==> src/rtl/tangram_pkg.sv <==
// Shared tangram definitions: shape enum, FSM states, vertex tables.
// Fixed-point format: FLOAT_BITS signed, FLOAT_DCM_BITS fractional.
package tangram_pkg;

  localparam int INT_BITS       = 16;
  localparam int FLOAT_BITS     = 16;
  localparam int FLOAT_DCM_BITS = 8;

  typedef enum logic [1:0] {
    SHAPE_TRIANGLE      = 2'd0,
    SHAPE_SQUARE        = 2'd1,
    SHAPE_PARALLELOGRAM = 2'd2
  } shape_t;

  typedef enum logic [2:0] {
    ST_IDLE,
    ST_LOAD,
    ST_MUL,
    ST_EMIT,
    ST_DONE
  } state_t;

  function automatic logic [2:0] vertex_count(input shape_t ty);
    logic [2:0] n;
    n = 3'd4;
    if (ty == SHAPE_TRIANGLE) n = 3'd3;
    return n;
  endfunction

  function automatic void local_vertex(
    input  shape_t     ty,
    input  logic [1:0] idx,
    input  int         s,
    output int         xl,
    output int         yl
  );
    xl = 0;
    yl = 0;
    unique case (idx)
      2'd1: xl = s;
      2'd2: begin
        yl = s;
        if (ty == SHAPE_SQUARE) xl = s;
      end
      2'd3: begin
        yl = s;
        if (ty == SHAPE_PARALLELOGRAM) xl = -s;
      end
      default: ;
    endcase
  endfunction

endpackage

==> src/rtl/shape_vertices_fixed_mul.sv <==
// Registered signed multiplier shared by all four
// rotation products of a vertex.
module fixed_mul #(
  parameter int AW = 16,
  parameter int BW = 16
) (
  input  logic                     clk,
  input  logic                     rst_n,
  input  logic signed [AW-1:0]     a,
  input  logic signed [BW-1:0]     b,
  output logic signed [AW+BW-1:0]  p
);

  always_ff @(posedge clk or negedge rst_n) begin
    if (!rst_n) p <= '0;
    else        p <= a * b;
  end

endmodule

==> src/rtl/shape_vertices.sv <==
// Local->screen vertex generator for one tangram piece:
// rotates shape corners, streams them, reports bbox.
module shape_vertices
  import tangram_pkg::*;
#(
  parameter int IW = INT_BITS,
  parameter int FW = FLOAT_BITS,
  parameter int DW = FLOAT_DCM_BITS
) (
  input  logic                 clk,
  input  logic                 rst_n,
  input  logic                 start,
  input  logic [IW-1:0]        ty,
  input  logic [IW-1:0]        size,
  input  logic signed [FW-1:0] sin,
  input  logic signed [FW-1:0] cos,
  input  logic signed [IW-1:0] px,
  input  logic signed [IW-1:0] py,
  output logic                 busy,
  output logic                 v_valid,
  input  logic                 v_ready,
  output logic [1:0]           v_idx,
  output logic                 v_last,
  output logic signed [IW-1:0] vx,
  output logic signed [IW-1:0] vy,
  output logic                 done,
  output logic signed [IW-1:0] bb_x0,
  output logic signed [IW-1:0] bb_y0,
  output logic signed [IW-1:0] bb_x1,
  output logic signed [IW-1:0] bb_y1
);

  localparam int PW = IW + FW;

  state_t state, nxt;

  logic [1:0]           k;
  logic [1:0]           idx;
  shape_t               ty_r;
  logic                 ty_ok;
  logic [IW-1:0]        size_r;
  logic signed [FW-1:0] sin_r, cos_r;
  logic signed [IW-1:0] px_r, py_r;
  logic signed [PW-1:0] acc_x, acc_y;
  logic signed [IW-1:0] vx_r, vy_r;
  logic signed [IW-1:0] bx0, by0, bx1, by1;

  logic                 last_v;
  logic [1:0]           k_n, idx_n;
  int                   xl_i, yl_i;
  logic signed [IW-1:0] mul_a;
  logic signed [FW-1:0] mul_b;
  logic signed [PW-1:0] prod;
  logic signed [PW-1:0] sum_y;
  logic signed [IW-1:0] nx, ny;

  assign last_v = ({1'b0, idx} == vertex_count(ty_r) - 3'd1);

  // FSM: state register
  always_ff @(posedge clk or negedge rst_n) begin
    if (!rst_n) state <= ST_IDLE;
    else        state <= nxt;
  end

  // FSM: next state
  always_comb begin
    nxt = state;
    unique case (state)
      ST_IDLE: if (start) nxt = ST_LOAD;
      ST_LOAD: nxt = ty_ok ? ST_MUL : ST_DONE;
      ST_MUL:  if (k == 2'd3) nxt = ST_EMIT;
      ST_EMIT: if (v_ready) nxt = last_v ? ST_DONE : ST_MUL;
      ST_DONE: nxt = ST_IDLE;
      default: nxt = ST_IDLE;
    endcase
  end

  // FSM: outputs
  always_comb begin
    busy    = (state != ST_IDLE);
    v_valid = (state == ST_EMIT);
    v_last  = (state == ST_EMIT) && last_v;
    done    = (state == ST_DONE);
    v_idx   = idx;
    vx      = vx_r;
    vy      = vy_r;
    bb_x0   = bx0;
    bb_y0   = by0;
    bb_x1   = bx1;
    bb_y1   = by1;
  end

  // Operands are issued one cycle ahead so product k
  // is already registered during MUL step k.
  always_comb begin
    k_n   = 2'd0;
    idx_n = idx;
    if (state == ST_MUL)  k_n   = k + 2'd1;
    if (state == ST_EMIT) idx_n = idx + 2'd1;
    if (state == ST_LOAD) idx_n = 2'd0;
    local_vertex(ty_r, idx_n, int'(size_r), xl_i, yl_i);
    mul_a = k_n[0] ? IW'(yl_i) : IW'(xl_i);
    unique case (1'b1)
      (k_n == 2'd0), (k_n == 2'd3): mul_b = cos_r;
      default:                      mul_b = sin_r;
    endcase
  end

  fixed_mul #(
    .AW(IW),
    .BW(FW)
  ) u_mul (
    .clk  (clk),
    .rst_n(rst_n),
    .a    (mul_a),
    .b    (mul_b),
    .p    (prod)
  );

  assign sum_y = acc_y + prod;
  assign nx    = px_r + IW'(acc_x >>> DW);
  assign ny    = py_r + IW'(sum_y >>> DW);

  always_ff @(posedge clk or negedge rst_n) begin
    if (!rst_n) begin
      k      <= '0;
      idx    <= '0;
      ty_r   <= SHAPE_TRIANGLE;
      ty_ok  <= 1'b0;
      size_r <= '0;
      sin_r  <= '0;
      cos_r  <= '0;
      px_r   <= '0;
      py_r   <= '0;
      acc_x  <= '0;
      acc_y  <= '0;
      vx_r   <= '0;
      vy_r   <= '0;
      bx0    <= '0;
      by0    <= '0;
      bx1    <= '0;
      by1    <= '0;
    end else begin
      unique case (state)
        ST_IDLE: if (start) begin
          ty_r   <= shape_t'(ty[1:0]);
          ty_ok  <= (ty < IW'(3));
          size_r <= size;
          sin_r  <= sin;
          cos_r  <= cos;
          px_r   <= px;
          py_r   <= py;
          idx    <= '0;
          k      <= '0;
        end
        ST_LOAD: if (!ty_ok) begin
          bx0 <= px_r;
          by0 <= py_r;
          bx1 <= px_r;
          by1 <= py_r;
        end
        ST_MUL: begin
          k <= k + 2'd1;
          unique case (k)
            2'd0: acc_x <= prod;
            2'd1: acc_x <= acc_x - prod;
            2'd2: acc_y <= prod;
            default: begin
              vx_r <= nx;
              vy_r <= ny;
              if (idx == 2'd0) begin
                bx0 <= nx;
                by0 <= ny;
                bx1 <= nx;
                by1 <= ny;
              end else begin
                if (nx < bx0) bx0 <= nx;
                if (ny < by0) by0 <= ny;
                if (nx > bx1) bx1 <= nx;
                if (ny > by1) by1 <= ny;
              end
            end
          endcase
        end
        ST_EMIT: if (v_ready && !last_v) idx <= idx + 2'd1;
        default: ;
      endcase
    end
  end

endmodule

==> config.mk <==
export PLATFORM = sky130hd
export DESIGN_NAME = shape_vertices
export DESIGN_NICKNAME = d
export VERILOG_FILES = /design/src/rtl/tangram_pkg.sv /design/src/rtl/shape_vertices_fixed_mul.sv /design/src/rtl/shape_vertices.sv
export SDC_FILE = /design/constraint.sdc
export NUM_CORES = 1
export LEC_CHECK = 0
export CAP_MARGIN = 20
export CORE_ASPECT_RATIO = 0.6
export CORE_MARGIN = 2
export CORE_UTILIZATION = 35
export DETAILED_ROUTE_END_ITERATION = 10
export PLACE_DENSITY_LB_ADDON = 0.12
export SYNTH_ARGS = -nofsm -noshare
export SYNTH_HDL_FRONTEND = slang
export SYNTH_SLANG_ARGS = --single-unit
export TNS_END_PERCENT = 30
==> constraint.sdc <==
create_clock -name clk -period 8.9 [get_ports clk]
set_input_delay 0.89 -clock clk [delete_from_list [all_inputs] [get_ports clk]]
set_output_delay 0.89 -clock clk [all_outputs]
set_load 0.05 [all_outputs]
* Word-level counts from Yosys, hierarchy flattened
Cells that the tools add are included.
** Operators by class
- Shift-type cells :: 0
- Mux-type cells :: 39
- Eq/ne operators :: 24
- $lt $le $gt $ge :: 5
- Multipliers :: 1
- Bitwise logic cells :: 1
- Divide/modulo/power cells :: 0
- Reductions and logical operators :: 27
- Add/sub/neg operators :: 8
** Operators by type and width (number)
- $mux W16 :: 19
- $pmux W16 S2 :: 4
- $pmux W32 S2 :: 1
- $pmux W16 S3 :: 1
- $add A16 B16 Y16 :: 2
- $gt A16 B16 Y1 :: 2
- $lt A16 B16 Y1 :: 2
- $mul A16 B16 Y32 :: 1
- $sub A32 B32 Y32 :: 1
- $add A24 B24 Y24 :: 1
- $mux W3 :: 6
- $lt A16 B2 Y1 const B :: 1
- $neg A16 Y16 :: 1
- $reduce_and A4 Y1 :: 4
- $eq A2 B2 Y1 const B :: 6
- $ne A3 B1 Y1 const B :: 4
- $pmux W3 S4 :: 1
- $mux W2 :: 5
- $reduce_and A2 Y1 :: 5
- $logic_not A2 Y1 :: 4
- $ne A2 B2 Y1 const B :: 4
- $pmux W2 S2 :: 2
- $reduce_bool A2 Y1 :: 4
- $eq A2 B1 Y1 const B :: 3
- other kinds (15) :: 21
** Word-level totals
- Logic and storage cells :: 124
- Latch bits :: 0
- Flip-flop bits (word level) :: 274
- Output and inout bits :: 102
- Memories :: 0
- Memory bits (writable) :: 0
- ROM bits :: 0

* Logic depth before layout (Yosys ltp)
- Depth after elaboration :: 8
- Mapped depth :: 36
- Gate-level depth less buffers :: 34

* Hierarchy
From an unflattened synthesis, not the netlist that was laid out.
** Second synthesis, totals
- Cells, all modules :: 2735
- Area total of the unflattened synthesis :: 25797.2 um^2
** By module, submodules not included
- shape_vertices :: cells an instance 1557, instances 1, area an instance 14918.1 um^2
- fixed_mul :: cells an instance 1178, instances 1, area an instance 10879.2 um^2

* Worst setup path after synthesis
No wires, ideal clock.
- Path type :: flip-flop to flip-flop
- Start :: register k[0]
- End :: register u_mul.p[23]
- Clock period less this slack :: 7750 ps
- Setup time :: 80 ps
- Cell stages (with the launch flop) :: 30
- Arrival time :: 7670 ps
- Setup slack :: 1150 ps
- Buffers on the path :: 3
- Path through :: dfrtp_1 inv_1 ha_1 xnor2_1 nand2_1 clkbuf_1 buf_1 mux2i_1 clkbuf_1 nor2_1 fa_1 inv_1 fa_1 fa_1 fa_1 inv_1 fa_1 inv_1 fa_1 inv_1 ha_1 a21oi_1 o21ai_0 a21oi_1 o21ai_0 nand2_1 a21oi_1 a31oi_1 o21ai_0 xnor2_1
** On the way
- Word-level cells in the longest chain between the ends :: 6
- Elaborated cells on any way between the ends :: 8
** Ends and longest elaborated chain
- start, declared :: line shape_vertices.sv:37 : logic [1:0] k;
- start signal, assigned :: line shape_vertices.sv:163 : k <= k + 2'd1;
- $add A2 B1 Y2 (*) :: line shape_vertices.sv:98 : if (state == ST_MUL) k_n = k + 2'd1;
- $mux W2 (*) :: line shape_vertices.sv:98
- $eq A2 B2 Y1 or $logic_not A2 Y1 (tied branches) :: line shape_vertices.sv:104 : (k_n == 2'd0), (k_n == 2'd3): mul_b = cos_r;
- $reduce_or A2 Y1 :: line shape_vertices.sv:103 : unique case (1'b1)
- $mux W16 :: line shape_vertices.sv:103
- $mul A16 B16 Y32 (*) :: line shape_vertices_fixed_mul.sv:16 : else p <= a * b;
- end signal, assigned :: line shape_vertices_fixed_mul.sv:16
- end, declared :: line shape_vertices_fixed_mul.sv:11 : output logic signed [AW+BW-1:0] p
Every way passes the cells marked *; elsewhere a longest branch is shown, timed or not.
A chain may end at the register's enable or synchronous reset.

* Worst setup path in the final report
- Start :: register idx[0], in the netlist v_idx[0]
- End :: register u_mul.p[23]
** On the way
- Word-level cells in the longest chain between the ends :: 8
- Elaborated cells on any way between the ends :: 11
** Ends and longest elaborated chain
- start, declared :: line shape_vertices.sv:38 : logic [1:0] idx;
- start signal, assigned :: line shape_vertices.sv:185 : ST_EMIT: if (v_ready && !last_v) idx <= idx + 2'd1;
- $add A2 B1 Y2 :: line shape_vertices.sv:99 : if (state == ST_EMIT) idx_n = idx + 2'd1;
- $mux W2 (*) :: line shape_vertices.sv:99
- $mux W2 (*) :: line shape_vertices.sv:100 : if (state == ST_LOAD) idx_n = 2'd0;
- $eq A2 B2 Y1 :: line tangram_pkg.sv:39 : unique case (idx)
- $reduce_or A2 Y1 (no source line)
- $mux W16 :: line tangram_pkg.sv:39
- $mux W16 (*) :: line shape_vertices.sv:102 : mul_a = k_n[0] ? IW'(yl_i) : IW'(xl_i);
- $mul A16 B16 Y32 (*) :: line shape_vertices_fixed_mul.sv:16
Marks and branches as above.

==> summary.md <==
| Metric | Value |
|---|---|
| Status | `finished, final reports clean` |
| Grt total ovfl | `0` |
| Post-Synth Adder-Cell Area | `28.1%` |
| Die H | `203 µm` |
| Largest registers | `acc_x x24, acc_y x24, u_mul.p x24` |
| Met1 Usage GRT | `36.6%` |
| Gpl congestion | `0.936` |
| Share of layout cells above drive strength 1 | `9.45%` |
| Post-CTS sizing | `0` |
| Slowest-stage cell, CP | `fa_1` |
| Site Rows | `73` |
| GRT Util Overall | `21.0%` |
| Routed Antenna Nets | `0` |
| Warnings, synthesis | `0` |
| DIE WIDTH | `336 µm` |
| Avg Inst Size Synth | `9.27 µm²` |
| Yosys reg bits | `258` |
| Post-synth EDFFs | `0` |
| Sequential area share after synthesis | `27.9%` |
| Worst-Margin Slew | `1.12 ns` |
| Synth Area in Simple Gates | `12.3%` |
| Clock slew at reported path FFs | `0.07 ns` |
| Final WL | `71,100 µm` |
| Pin count of the biggest net entering global routing | `163` |
| Via count | `18,100` |
| DP Worst Slack | `0.641 ns` |
| Std-Cell Core Area | `0.0659 mm²` |
| Busiest grt layer | `met1` |
| DP HPWL | `57,400 µm` |
| Relative slew slack | `25.4%` |
| Syn Nets | `3,006` |
| Clk Latency, worst-skew pair | `0.59 ns` |
| Most common cell on crit path | `xnor2_1` |
| I/O Buffers | `201` |
| Finish-stage setup viols | `0` |
| Distinct cells, synth | `75` |
| Initial antenna violation count | `1` |
| Final hold vios | `0` |
| Via density | `5.00` |
| Post-Syn Area | `0.0232 mm²` |
| Max Cap Viol | `0` |
| First-pass GRT wire length | `110,000 µm` |
| Worst hold path class | `in2async` |
| Setup Buffers After CTS | `0` |
| H-tree Lvls | `1` |
| Vias in the first global route | `18,000` |
| Startpoint types | `register` |
| Critical path peak fanout | `11` |
| Largest family of logic cells by synthesized area | `adder cells` |
| Crit. Startpoint | `v_idx[0]` |
| Max-slew violations | `0` |
| Final net count | `3,206` |
| First-pass iteration count of the detailed router | `5` |
| I/O pin count | `202` |
| # DRC | `0` |
| Post-synthesis cell count | `2,499` |
| Final setup margin | `0.531 ns` |
| CTS root buf | `clkbuf_16` |
| Crit path DAT | `8.83 ns` |
| GR Layer Usage met3 | `3.05%` |
| Synth Area in XOR/XNOR | `3.60%` |
| Worst clock skew | `0.0114 ns` |
| CP Class | `reg2reg` |
| Wirelength per Cell | `19.6 µm` |
| Num CTS Buffers | `28` |
| CTS tree | `yes` |
| DIE AREA | `0.0683 mm²` |
| Maximum clock insertion buffer count | `3` |
| Ys flop type | `dfrtp_1` |
| Min Tclk post-route | `8.37 ns` |
| RSZ-0062 raised after global routing | `false` |
| Compound-Gate Fraction of Synth Area | `12.7%` |
| R2r startpoint | `v_idx[0]` |
| Ys async rst share | `100%` |
| Hold_buf cts | `0` |
| CP required | `9.36 ns` |
| TNS Setup | `0 ns` |
| Crit. End Element | `register` |
| FMAX | `119 MHz` |
| Met2 usage | `26.6%` |
| Crit path largest cell delay | `0.75 ns` |
| Tcrit/Tclk final | `94.0%` |
| Iter 0 DRT Violations | `1,408` |
| Post-synthesis mux area share | `7.52%` |
| Area grow syn2layout | `17.9%` |
| Starting Density | `35.2%` |
| Sink Count | `258` |
[per-stage QoR]
stage | instances | hold slack, ns | cell area (µm²) | utilization (%)
floorplan | 2499 | 0.456 | 23200 | -
global placement | 3566 | 0.463 | 26300 | 40.0
detailed placement | 3567 | 0.471 | 26300 | 40.0
CTS | 3617 | 0.368 | 27300 | 41.4
global route | 3619 | 0.394 | 27300 | 41.5
finish | 3621 | 0.329 | 27300 | 41.5
[Yosys cell counts (all sizes together), types with 3 or more instances]
cell,n,area (µm²)
a21oi,104,521
a211oi,8,60.1
nand3b,5,37.5
nand4,14,87.6
o21ai,174,871
ha,217,2720
o211ai,6,45.0
nand4b,4,50.1
a2111oi,5,43.8
o31a,6,52.6
nor3,36,201
fa,190,3800
a31oi,14,87.6
mux2i,23,234
buf,18,109
mux2,134,1510
xnor2,62,543
a22oi,9,67.6
nand2,277,1040
nand3,15,75.1
dfrtp,258,6460
or4b,3,33.8
nor2b,17,106
o311ai,3,26.3
clkbuf,59,221
xor2,28,245
a211o,5,43.8
o31ai,9,67.6
nor3b,4,35.0
a21boi,5,37.5
a21o,52,390
a22o,6,52.6
o21a,34,255
and3,9,56.3
o21bai,10,75.1
or2,5,31.3
o2111ai,4,35.0
or3,9,56.3
nor2,191,729
inv,398,1490
and2,7,43.8
nand2b,26,170
nor4,8,50.1
a31o,5,43.8
[worst paths after layout]
check,end,slack (ns),cells after the start
min in group clk,vx[9],0.48,2
max in group asynchronous,cos_r[9],7.17,2
worst max register to register,u_mul.p[23],0.53,26
worst min-delay path,bb_y1[1],0.33,1
worst max-delay path,u_mul.p[23],0.53,26
worst min register to register,vx[9],0.48,2
[layout make-up]
type	count	area, µm²
diodes	2	5.00
clock buffers	37	766
clock inverters	13	169
fillers	6479	38500
inverters	398	1490
multi-input cells	1766	14900
flip-flops and latches	258	6460
well taps	900	1130
repair buffers	247	2380
[cells by family (layout without fill, tap and decap cells)]
family / after synthesis / in the layout
xor+xnor: 92 / 92
compound gates: 476 / 476
buf+inv: 475 / 695
fa+ha+maj: 407 / 407
other cells: 0 / 2
mux: 157 / 157
simple gates: 634 / 634
flops: 258 / 258
[cell usage in the layout (no fill, tap or decap), drive strengths merged, types with 104 or more instances in the layout]
cell | Yosys | routed
o21ai | 174 | 174
ha | 217 | 217
dfrtp | 258 | 258
nand2 | 277 | 277
mux2 | 134 | 134
fa | 190 | 190
a21oi | 104 | 104
inv | 398 | 398
nor2 | 191 | 191
clkdlybuf4s50 | 0 | 200
[metal layers]
metal	routed length, µm	vias to the layer above
met5	0	-
met4	740	0
met3	4090	50
met2	26000	464
met1	40300	8936
li1	-	8666
[critical path: cells and delay by family (launching register included)]
| family | cells | cell delay [ns] |
|---|---|---|
| compound gates | 3 | 0.80 |
| xor+xnor | 8 | 1.71 |
| fa+ha+maj | 7 | 3.65 |
| buf+inv | 4 | 0.63 |
| flops | 1 | 0.51 |
| simple gates | 4 | 0.91 |
Power is left out: the tool's default activity adds up to more than one toggle a clock period on the data nets, which glitch-free logic cannot reach.
